--- src/rtl/apb_pkg.sv ---
// apb_pkg
// Shared definitions for the APB memory slave: FSM state encoding, wait
// counter width and the byte-strobe width helper.
package apb_pkg;

  // Wait-state counter width; covers WAIT_CYC up to 15.
  localparam int CNT_BW = 4;

  // state   | meaning
  // ST_IDLE | no transfer in progress, waiting for a setup phase
  // ST_WAIT | transfer latched, counting down wait states
  // ST_DONE | pready=1 this cycle, write commits / read data presented
  typedef enum logic [1:0] {
    ST_IDLE = 2'd0,
    ST_WAIT = 2'd1,
    ST_DONE = 2'd2
  } state_t;

  // Number of byte lanes for a given data width.
  function automatic int strb_bw(input int data_bw);
    return data_bw / 8;
  endfunction

endpackage

--- src/rtl/apb_mem_array.sv ---
// apb_mem_array
// DEPTH x DATA_BW word storage with per-byte write enables and a registered
// read port. Contents are not reset; only the read register is.
// Ports:
//   i_clk, i_rst    clock, async active-high reset (read register only)
//   i_wr_be         per-byte write enables, all-zero means no write
//   i_wr_addr/data  write word address and data
//   i_rd_en         load the read register this cycle
//   i_rd_zero       load zero instead of the addressed word
//   i_rd_addr       read word address
//   o_rd_data       registered read data, holds between loads
module apb_mem_array
  import apb_pkg::*;
#(
  parameter int DATA_BW = 32,
  parameter int DEPTH   = 64,
  parameter int AW      = 6
) (
  input  logic                        i_clk,
  input  logic                        i_rst,
  input  logic [strb_bw(DATA_BW)-1:0] i_wr_be,
  input  logic [AW-1:0]               i_wr_addr,
  input  logic [DATA_BW-1:0]          i_wr_data,
  input  logic                        i_rd_en,
  input  logic                        i_rd_zero,
  input  logic [AW-1:0]               i_rd_addr,
  output logic [DATA_BW-1:0]          o_rd_data
);

  localparam int STRB_BW = strb_bw(DATA_BW);

  logic [DATA_BW-1:0] r_mem [DEPTH];
  logic [DATA_BW-1:0] r_rd_data;

  always_ff @(posedge i_clk) begin
    for (int b = 0; b < STRB_BW; b++) begin
      if (i_wr_be[b]) begin
        r_mem[i_wr_addr][8*b +: 8] <= i_wr_data[8*b +: 8];
      end
    end
  end

  // i_rd_zero guards out-of-range addresses so r_mem is never indexed past DEPTH.
  always_ff @(posedge i_clk or posedge i_rst) begin
    if (i_rst) begin
      r_rd_data <= '0;
    end else if (i_rd_en) begin
      r_rd_data <= i_rd_zero ? '0 : r_mem[i_rd_addr];
    end
  end

  assign o_rd_data = r_rd_data;

endmodule

--- src/rtl/apb_mem_slave.sv ---
// apb_mem_slave
// APB4 memory slave with byte strobes, WAIT_CYC wait states, registered
// outputs and pslverr on word addresses >= DEPTH.
// Ports:
//   i_clk, i_rst            clock, async active-high reset
//   i_psel, i_penable       APB select / access phase
//   i_pwrite, i_paddr       direction, word address
//   i_pwdata, i_pstrb       write data, byte strobes (ignored on reads)
//   o_prdata                read data, meaningful with o_pready on reads
//   o_pready, o_pslverr     transfer complete, error response
module apb_mem_slave
  import apb_pkg::*;
#(
  parameter int DATA_BW  = 32,
  parameter int ADDR_BW  = 8,
  parameter int DEPTH    = 64,
  parameter int WAIT_CYC = 2
) (
  input  logic                        i_clk,
  input  logic                        i_rst,
  input  logic                        i_psel,
  input  logic                        i_penable,
  input  logic                        i_pwrite,
  input  logic [ADDR_BW-1:0]          i_paddr,
  input  logic [DATA_BW-1:0]          i_pwdata,
  input  logic [strb_bw(DATA_BW)-1:0] i_pstrb,
  output logic [DATA_BW-1:0]          o_prdata,
  output logic                        o_pready,
  output logic                        o_pslverr
);

  localparam int STRB_BW = strb_bw(DATA_BW);
  localparam int AW      = (DEPTH > 1) ? $clog2(DEPTH) : 1;
  localparam logic [ADDR_BW:0]    DEPTH_V  = (ADDR_BW+1)'(DEPTH);
  localparam logic [CNT_BW-1:0]   CNT_LOAD = (WAIT_CYC > 0) ? CNT_BW'(WAIT_CYC - 1) : '0;

  state_t               r_state, w_next;
  logic [CNT_BW-1:0]    r_cnt;
  logic [ADDR_BW-1:0]   r_addr;
  logic                 r_write;
  logic [DATA_BW-1:0]   r_wdata;
  logic [STRB_BW-1:0]   r_strb;
  logic                 r_err;
  logic                 r_pready;
  logic                 r_pslverr;

  logic                 w_setup;
  logic [ADDR_BW-1:0]   w_addr_cur;
  logic                 w_write_cur;
  logic                 w_err_cur;
  logic                 w_rd_en;
  logic [STRB_BW-1:0]   w_wr_be;

  assign w_setup = i_psel & ~i_penable;

  // With WAIT_CYC=0, DONE is entered on the setup edge itself, before the
  // latches hold the transfer, so the live bus is used while still in IDLE.
  assign w_addr_cur  = (r_state == ST_IDLE) ? i_paddr  : r_addr;
  assign w_write_cur = (r_state == ST_IDLE) ? i_pwrite : r_write;
  assign w_err_cur   = ({1'b0, w_addr_cur} >= DEPTH_V);

  always_ff @(posedge i_clk or posedge i_rst) begin
    if (i_rst) r_state <= ST_IDLE;
    else       r_state <= w_next;
  end

  always_comb begin
    w_next = r_state;
    case (r_state)
      ST_IDLE: if (w_setup) w_next = (WAIT_CYC == 0) ? ST_DONE : ST_WAIT;
      ST_WAIT: begin
        if (!i_psel)         w_next = ST_IDLE;
        else if (r_cnt == '0) w_next = ST_DONE;
      end
      ST_DONE: w_next = ST_IDLE;
      default: w_next = ST_IDLE;
    endcase
  end

  always_ff @(posedge i_clk or posedge i_rst) begin
    if (i_rst) begin
      r_cnt     <= '0;
      r_addr    <= '0;
      r_write   <= 1'b0;
      r_wdata   <= '0;
      r_strb    <= '0;
      r_err     <= 1'b0;
      r_pready  <= 1'b0;
      r_pslverr <= 1'b0;
    end else begin
      if (r_state == ST_IDLE && w_setup) begin
        r_addr  <= i_paddr;
        r_write <= i_pwrite;
        r_wdata <= i_pwdata;
        r_strb  <= i_pstrb;
        r_err   <= ({1'b0, i_paddr} >= DEPTH_V);
        r_cnt   <= CNT_LOAD;
      end else if (r_state == ST_WAIT && r_cnt != '0) begin
        r_cnt <= r_cnt - 1'b1;
      end
      r_pready  <= (w_next == ST_DONE);
      r_pslverr <= (w_next == ST_DONE) && w_err_cur;
    end
  end

  // Read data is captured on the edge that enters DONE.
  assign w_rd_en = (w_next == ST_DONE) && !w_write_cur;
  assign w_wr_be = (r_state == ST_DONE && r_write && !r_err) ? r_strb : '0;

  apb_mem_array #(
    .DATA_BW (DATA_BW),
    .DEPTH   (DEPTH),
    .AW      (AW)
  ) u_mem (
    .i_clk     (i_clk),
    .i_rst     (i_rst),
    .i_wr_be   (w_wr_be),
    .i_wr_addr (r_addr[AW-1:0]),
    .i_wr_data (r_wdata),
    .i_rd_en   (w_rd_en),
    .i_rd_zero (w_err_cur),
    .i_rd_addr (w_addr_cur[AW-1:0]),
    .o_rd_data (o_prdata)
  );

  assign o_pready  = r_pready;
  assign o_pslverr = r_pslverr;

endmodule

--- config.mk ---
export PLATFORM = sky130hd
export DESIGN_NAME = apb_mem_slave
export DESIGN_NICKNAME = d
export VERILOG_FILES = /design/src/rtl/apb_pkg.sv /design/src/rtl/apb_mem_array.sv /design/src/rtl/apb_mem_slave.sv
export SDC_FILE = /design/constraint.sdc
export NUM_CORES = 2
export LEC_CHECK = 0
export CELL_PAD_IN_SITES_DETAIL_PLACEMENT = 1
export CELL_PAD_IN_SITES_GLOBAL_PLACEMENT = 2
export CORE_MARGIN = 3
export CORE_UTILIZATION = 43
export CTS_CLUSTER_DIAMETER = 100
export DETAILED_ROUTE_END_ITERATION = 7
export PLACE_DENSITY = 0.78
export SLEW_MARGIN = 20
export SYNTH_ARGS = -nofsm -noshare
export SYNTH_HDL_FRONTEND = slang
export SYNTH_SLANG_ARGS = --single-unit
export TNS_END_PERCENT = 20
--- constraint.sdc ---
create_clock -name i_clk -period 2.7 [get_ports i_clk]
set_clock_uncertainty 0.15 [all_clocks]
set_input_delay 0.405 -clock i_clk [delete_from_list [all_inputs] [get_ports i_clk]]
set_output_delay 0.405 -clock i_clk [all_outputs]
set_load 0.005 [all_outputs]
# [Yosys cells after proc, flatten, opt, wreduce, memory -nomap -nowiden]
# Memory sizes are Yosys's and may differ from the RTL's.
# Cells that the tools add are included.
# W data, S select, Z words.
[word_totals] ff_bits=86 latchBits=0 ram_bits=2048 romBits=0 inputBits=49 out_inout_bits=34 word_cells=49 n_memories=1
[op_classes] add_sub_neg=1 n_mul=0 div=0 order_cmp=2 n_eq_ne=3 shifts=0 muxes=18 bitwise_logic=2 reduce_logical=12
[mem_list] memory="u_mem.r_mem" depth=64 word_bits=32 read_ports=1 rd_clocked_by_memory_dff=0 wr=1 line="apb_mem_array.sv:32" source="logic [DATA_BW-1:0] r_mem [DEPTH];"
[ops] operator="$mux W32" n=1
[ops] operator="$ge A8 B7 Y1 const B" n=2
[ops] operator="$mux W4" n=3
[ops] operator="$mux W1" n=9
[ops] operator="$mux W8" n=1
[ops] operator="$logic_and A1 B1 Y1" n=6
[ops] operator="$mux W2" n=3
[ops] operator="$eq A2 B2 Y1 const B" n=2
[ops] operator="$logic_not A4 Y1" n=1
[ops] operator="$pmux W2 S2" n=1
[ops] operator="$reduce_bool A4 Y1" n=1
[ops] operator="$sub A4 B1 Y4 const B" n=1
[ops] operator="$eq A2 B1 Y1 const B" n=1
[ops] operator="$logic_not A1 Y1" n=2
[ops] operator="$logic_not A2 Y1" n=1
[ops] operator="$reduce_bool A2 Y1" n=1
[ops] operator="$and A1 B1 Y1" n=1
[ops] operator="$not A1 Y1" n=1

# [Longest topological paths before layout]
[logic_depth] word_depth=6 ltp_mapped=13

# [Cells and area by module]
# Synthesis repeated with hierarchy kept, for this count alone.
[unflattened] cells_unflattened=4032 hier_area_um2=83227.3
[modules_own_cells] module="apb_mem_array" instances=1 cells_each=3787 area_per_inst_um2=81006.4 seq_area_each_um2=62299.8
[modules_own_cells] module="apb_mem_slave" instances=1 cells_each=245 area_per_inst_um2=2220.9 seq_area_each_um2=1351.3

# [Worst setup path before layout]
# No wires, ideal clock.
[synth_path] path_kind="flip-flop to flip-flop" startpoint="reg r_state[0]" endpoint="reg u_mem.r_rd_data[28] (netlist: u_mem.o_rd_data[28])" setup_ns=0.126 arrival_ns=2.557 path_slack_ns=-0.133 path_stages_with_launch=11 cell_sequence="dfrtp_1 -> or3b_1 -> buf_2 -> nand2_4 -> buf_6 -> buf_4 -> buf_4 -> mux4_2 -> a21oi_1 -> o21ai_0 -> a221o_1"
[synth_between] elab_chain_len=5 elab_cells_between_ends=14
[synth_rtl] item="start, declared" line="apb_mem_slave.sv:37" source="state_t r_state, w_next;"
[synth_rtl] item="start signal, assigned" line="apb_mem_slave.sv:64" source="else r_state <= w_next;"
[synth_rtl] item="branches (longest 5 deep; another with $mem_v2 Z64 W32)"
[synth_rtl] item="end signal, assigned" line="apb_mem_array.sv:48" source="r_rd_data <= i_rd_zero ? '0 : r_mem[i_rd_addr];"
[synth_rtl] item="end, declared" line="apb_mem_array.sv:33" source="logic [DATA_BW-1:0] r_rd_data;"
# Parallel ways; which one is timed is not known.
# A chain may end at the register's enable or synchronous reset.

# [Worst setup path after layout]
[layout_path] startpoint="reg r_state[0]" endpoint="reg u_mem.r_rd_data[7] (netlist: u_mem.o_rd_data[7])"
# The elaborated chain is that of the path after synthesis.

==> run_results.csv <==
group,metric,value,unit
run_status,outcome,"finished, violations left",
run_status,violations,"negative setup slack",
synthesis,ys_types,71,
route,postRouteAntennaNets,0,
synthesis,yosysTopAreaCell,"edfxtp_1",
synthesis,yosysMostFrequentCell,"edfxtp_1",
synthesis,synth_xor_area_share,0.0312,%
final_layout,fin_util,54.8,%
clock_network,root_buffer,"clkbuf_16",
clock_network,clk_path_buf_depth,3,
synthesis,synthArstFlopShare,4.03,%
timing,final_hold_viol_count,0,
floorplan,fp-row-count,161,
timing,grt_setup_unrepaired,"true",
final_layout,area_growth_syn_to_layout,26.0,%
floorplan,io_pins,83,
synthesis,syn_area,84300,µm²
timing,setup-violations-final,64,
placed_design,io_buffer_count,82,
route,wl,300000,µm
global_route,grt_overflow,0,
final_layout,final_net_count,6334,
final_layout,final_cells,9076,
synthesis,synth_nets,5347,
synthesis,ys_ff_latch,2134,
final_layout,ff_latch_area,63700,µm²
floorplan,fp.dieW,449,µm
synthesis,synth_area_leaders,"edfxtp_1 73%, nand2_1 3.8%, mux4_2 3.6%",
critical_path,r2r-start,"r_state[0]",
final_layout,multi_input_area,20500,µm²
clock_network,cts_tree,"yes",
route,vias,56143,
synthesis,yosys.area_share.adder,0.0148,%
route,drc,0,
timing,tns,-19030,ps
worst_hold_path,min_from,"i_pwdata[18]",
clock_network,cts.sinks,2134,
route,first_iter_violations,7381,
timing,fin_crit,3390,ps
final_layout,n_fill_cell,17983,
synthesis,ys.flop_type,"edfxtp_1",
critical_path,worstPathRequired,3300,ps
clock_network,path_clk_slew,70,ps
critical_path,startpoint,"r_state[0]",
synthesis,synth_top_area_share,73.0,%
floorplan,initial_core_util,43.5,%
worst_hold_path,worst_hold_path.num_cells,2,
global_route,antenna_found_initial,9,
critical_path,crit_path_max_fanout,6,
timing,final-max-slew-violation-count,0,
placed_design,pre_cts_slack,-1460,ps
timing,fin_hold_ws,36.3,ps
synthesis,synthMuxAreaShare,7.35,%
critical_path,critPathKind,"reg -> reg",
placed_design,gp_congestion,0.904,
timing,slew_headroom,36.1,%
worst_hold_path,hold_end,"r_wdata[18]",
synthesis,synth_edf_count,2048,
clock_network,clkLatencyLatePin,870,ps
timing,fmax,295,MHz
global_route,gr-usage-all-layers,28.5,%
critical_path,worst_setup_path_start_kind,"register",
timing,worst_pin_slew,959,ps
synthesis,synth_compound_area_share,6.67,%
synthesis,synth.top_cells.by_count,"2,048 x edfxtp_1, 855 x nand2_1, 277 x nor2_1, 254 x mux2i_1, 212 x nand3_1",
synthesis,yosys_warnings,0,
floorplan,dieArea,201000,µm²
route,dr.pass1.iters,6,
placed_design,dp.cells,8516,
route,wl_per_cell,33.1,µm
clock_network,cts_buffers,213,
placed_design,dp.final_hpwl,194000,µm
global_route,grt_pass1_vias,56781,
timing,fin_ws,-692,ps
synthesis,synthCells,5297,
synthesis,synth-simple-area-share,8.17,%
global_route,grt_max_degree,66,
power,p_per_area,888,nW/µm²
flow_run,maxCapViolCount,0,
critical_path,critPathArrivalTime,3990,ps
timing,fin_crit_sh,126,%
floorplan,die_h,449,µm
route,vias_per_cell,6.19,
final_layout,drive_above_1_share,28.7,%
power,vdd_drop_max,0.850,mV
clock_network,htreeDepth,4,
power,leakage,0.0363,µW
critical_path,reg2reg_to,"u_mem.o_rd_data[7]",
critical_path,cp-end-kind,"register",
global_route,grt_pass1_wl,417000,µm
critical_path,r2r_cells,13,
critical_path,reg2reg_slack,-690,ps
synthesis,synth_top_family_by_area,"simple AND/OR/NAND/NOR gates",
floorplan,coreArea,194000,µm²
worst_hold_path,worstHoldPathType,"in -> reg",
synthesis,yosysSeqAreaShare,75.5,%
synthesis,avgSynthCellArea,15.9,µm²
report_power, final:
part,switching (µW),total (µW),internal [µW],leakage (µW)
combinational,14400,24000,9620,0.0134
clock,12900,29500,16600,0.00340
sequential,1540,40700,39200,0.0194
worst max-delay path, stage by stage, from the launching register on:
cell	delay, ps
dfrtp_2	460
buf_6	160
buf_6	120
nor3b_4	240
buf_6	170
nor2_4	70
buf_12	150
clkbuf_16	180
nor2_4	250
buf_12	210
nand3_2	80
nand4_1	200
nand4b_1	360
a221o_1	450
stage by stage:
stage	area, µm²	total power [µW]
2_1_floorplan	84400	50000
3_3_place_gp	95300	60900
3_5_place_dp	95300	61500
4_1_cts	104000	92100
5_1_grt	106000	96800
6_report	106000	94300
cells in the final DEF, fill, tap and decap left out, types with 17 or more instances in the layout:
master	instances
nand3_1	204
buf_4	762
a221o_1	40
buf_12	149
nand2_1	843
dfrtp_2	43
a211oi_1	59
mux2i_2	18
dfrtp_1	43
mux2i_1	229
dlygate4sd3_1	22
clkinv_1	38
a221oi_2	22
clkbuf_1	38
nor2_2	27
o21ai_0	68
buf_6	57
nand4b_1	18
buf_16	22
clkbuf_8	22
edfxtp_1	2048
a31oi_1	76
mux2_2	52
a311oi_1	54
a21oi_1	87
a32oi_2	21
clkbuf_16	229
nor3_1	24
clkinv_2	44
nand4_1	18
a32oi_1	155
buf_8	17
nand2b_1	19
clkdlybuf4s50_1	82
mux4_2	135
o21ai_1	41
nor2_1	242
and3_1	85
worst max path at each step:
stage | cells past startpoint | to | slack (ps)
after detailed placement | 10 | u_mem.o_rd_data[7] | -1460
after global routing | 13 | u_mem.o_rd_data[7] | -690
after global placement | 10 | u_mem.o_rd_data[25] | -1430
after floorplan | 10 | u_mem.o_rd_data[5] | -50
final | 13 | u_mem.o_rd_data[7] | -690
after CTS | 10 | u_mem.o_rd_data[14] | -570
state kept, by name, indices dropped and copies added, names as in the netlist:
register / count
r_err: 1
u_mem.o_rd_data: 32
r_write: 1
r_state: 2
o_pready: 1
r_strb: 4
r_wdata: 32
r_addr: 8
r_cnt: 4
o_pslverr: 1
u_mem.r_mem: 2048
cell type report:
type	count	area share [%]
flip-flops and latches	2134	60.0
multi-input cells	2796	19.3
repair buffers	1130	11.1
clock buffers	275	5.49
well taps	2608	3.07
clock inverters	115	1.02
inverters	9	0.0354
diodes	9	0.0212
logic make-up after synthesis:
logic type | after synthesis
AOI/OAI and AO/OA | 771
xor gates and xnor gates | 3
adders and majority gates | 1
buffers and inverters | 368
DFF | 2134
muxes | 443
and+or+nand+nor | 1577
timing repair:
action,CTS,global route
cloned,11,15
buffers inserted,36,83
pin swaps,62,85
hold buffers,22,0
endpoints found under the hold margin,35,0
resized for setup,212,239
setup endpoints to repair,81,91
layer usage:
metal	up-vias	routed length (µm)	track usage, %
met5	-	42	0
met3	635	28700	4.86
met4	6	13600	11.9
met1	29411	117000	39.0
li1	22756	-	-
met2	3335	141000	45.3
Note: power is estimated with default switching activity, not from simulation.
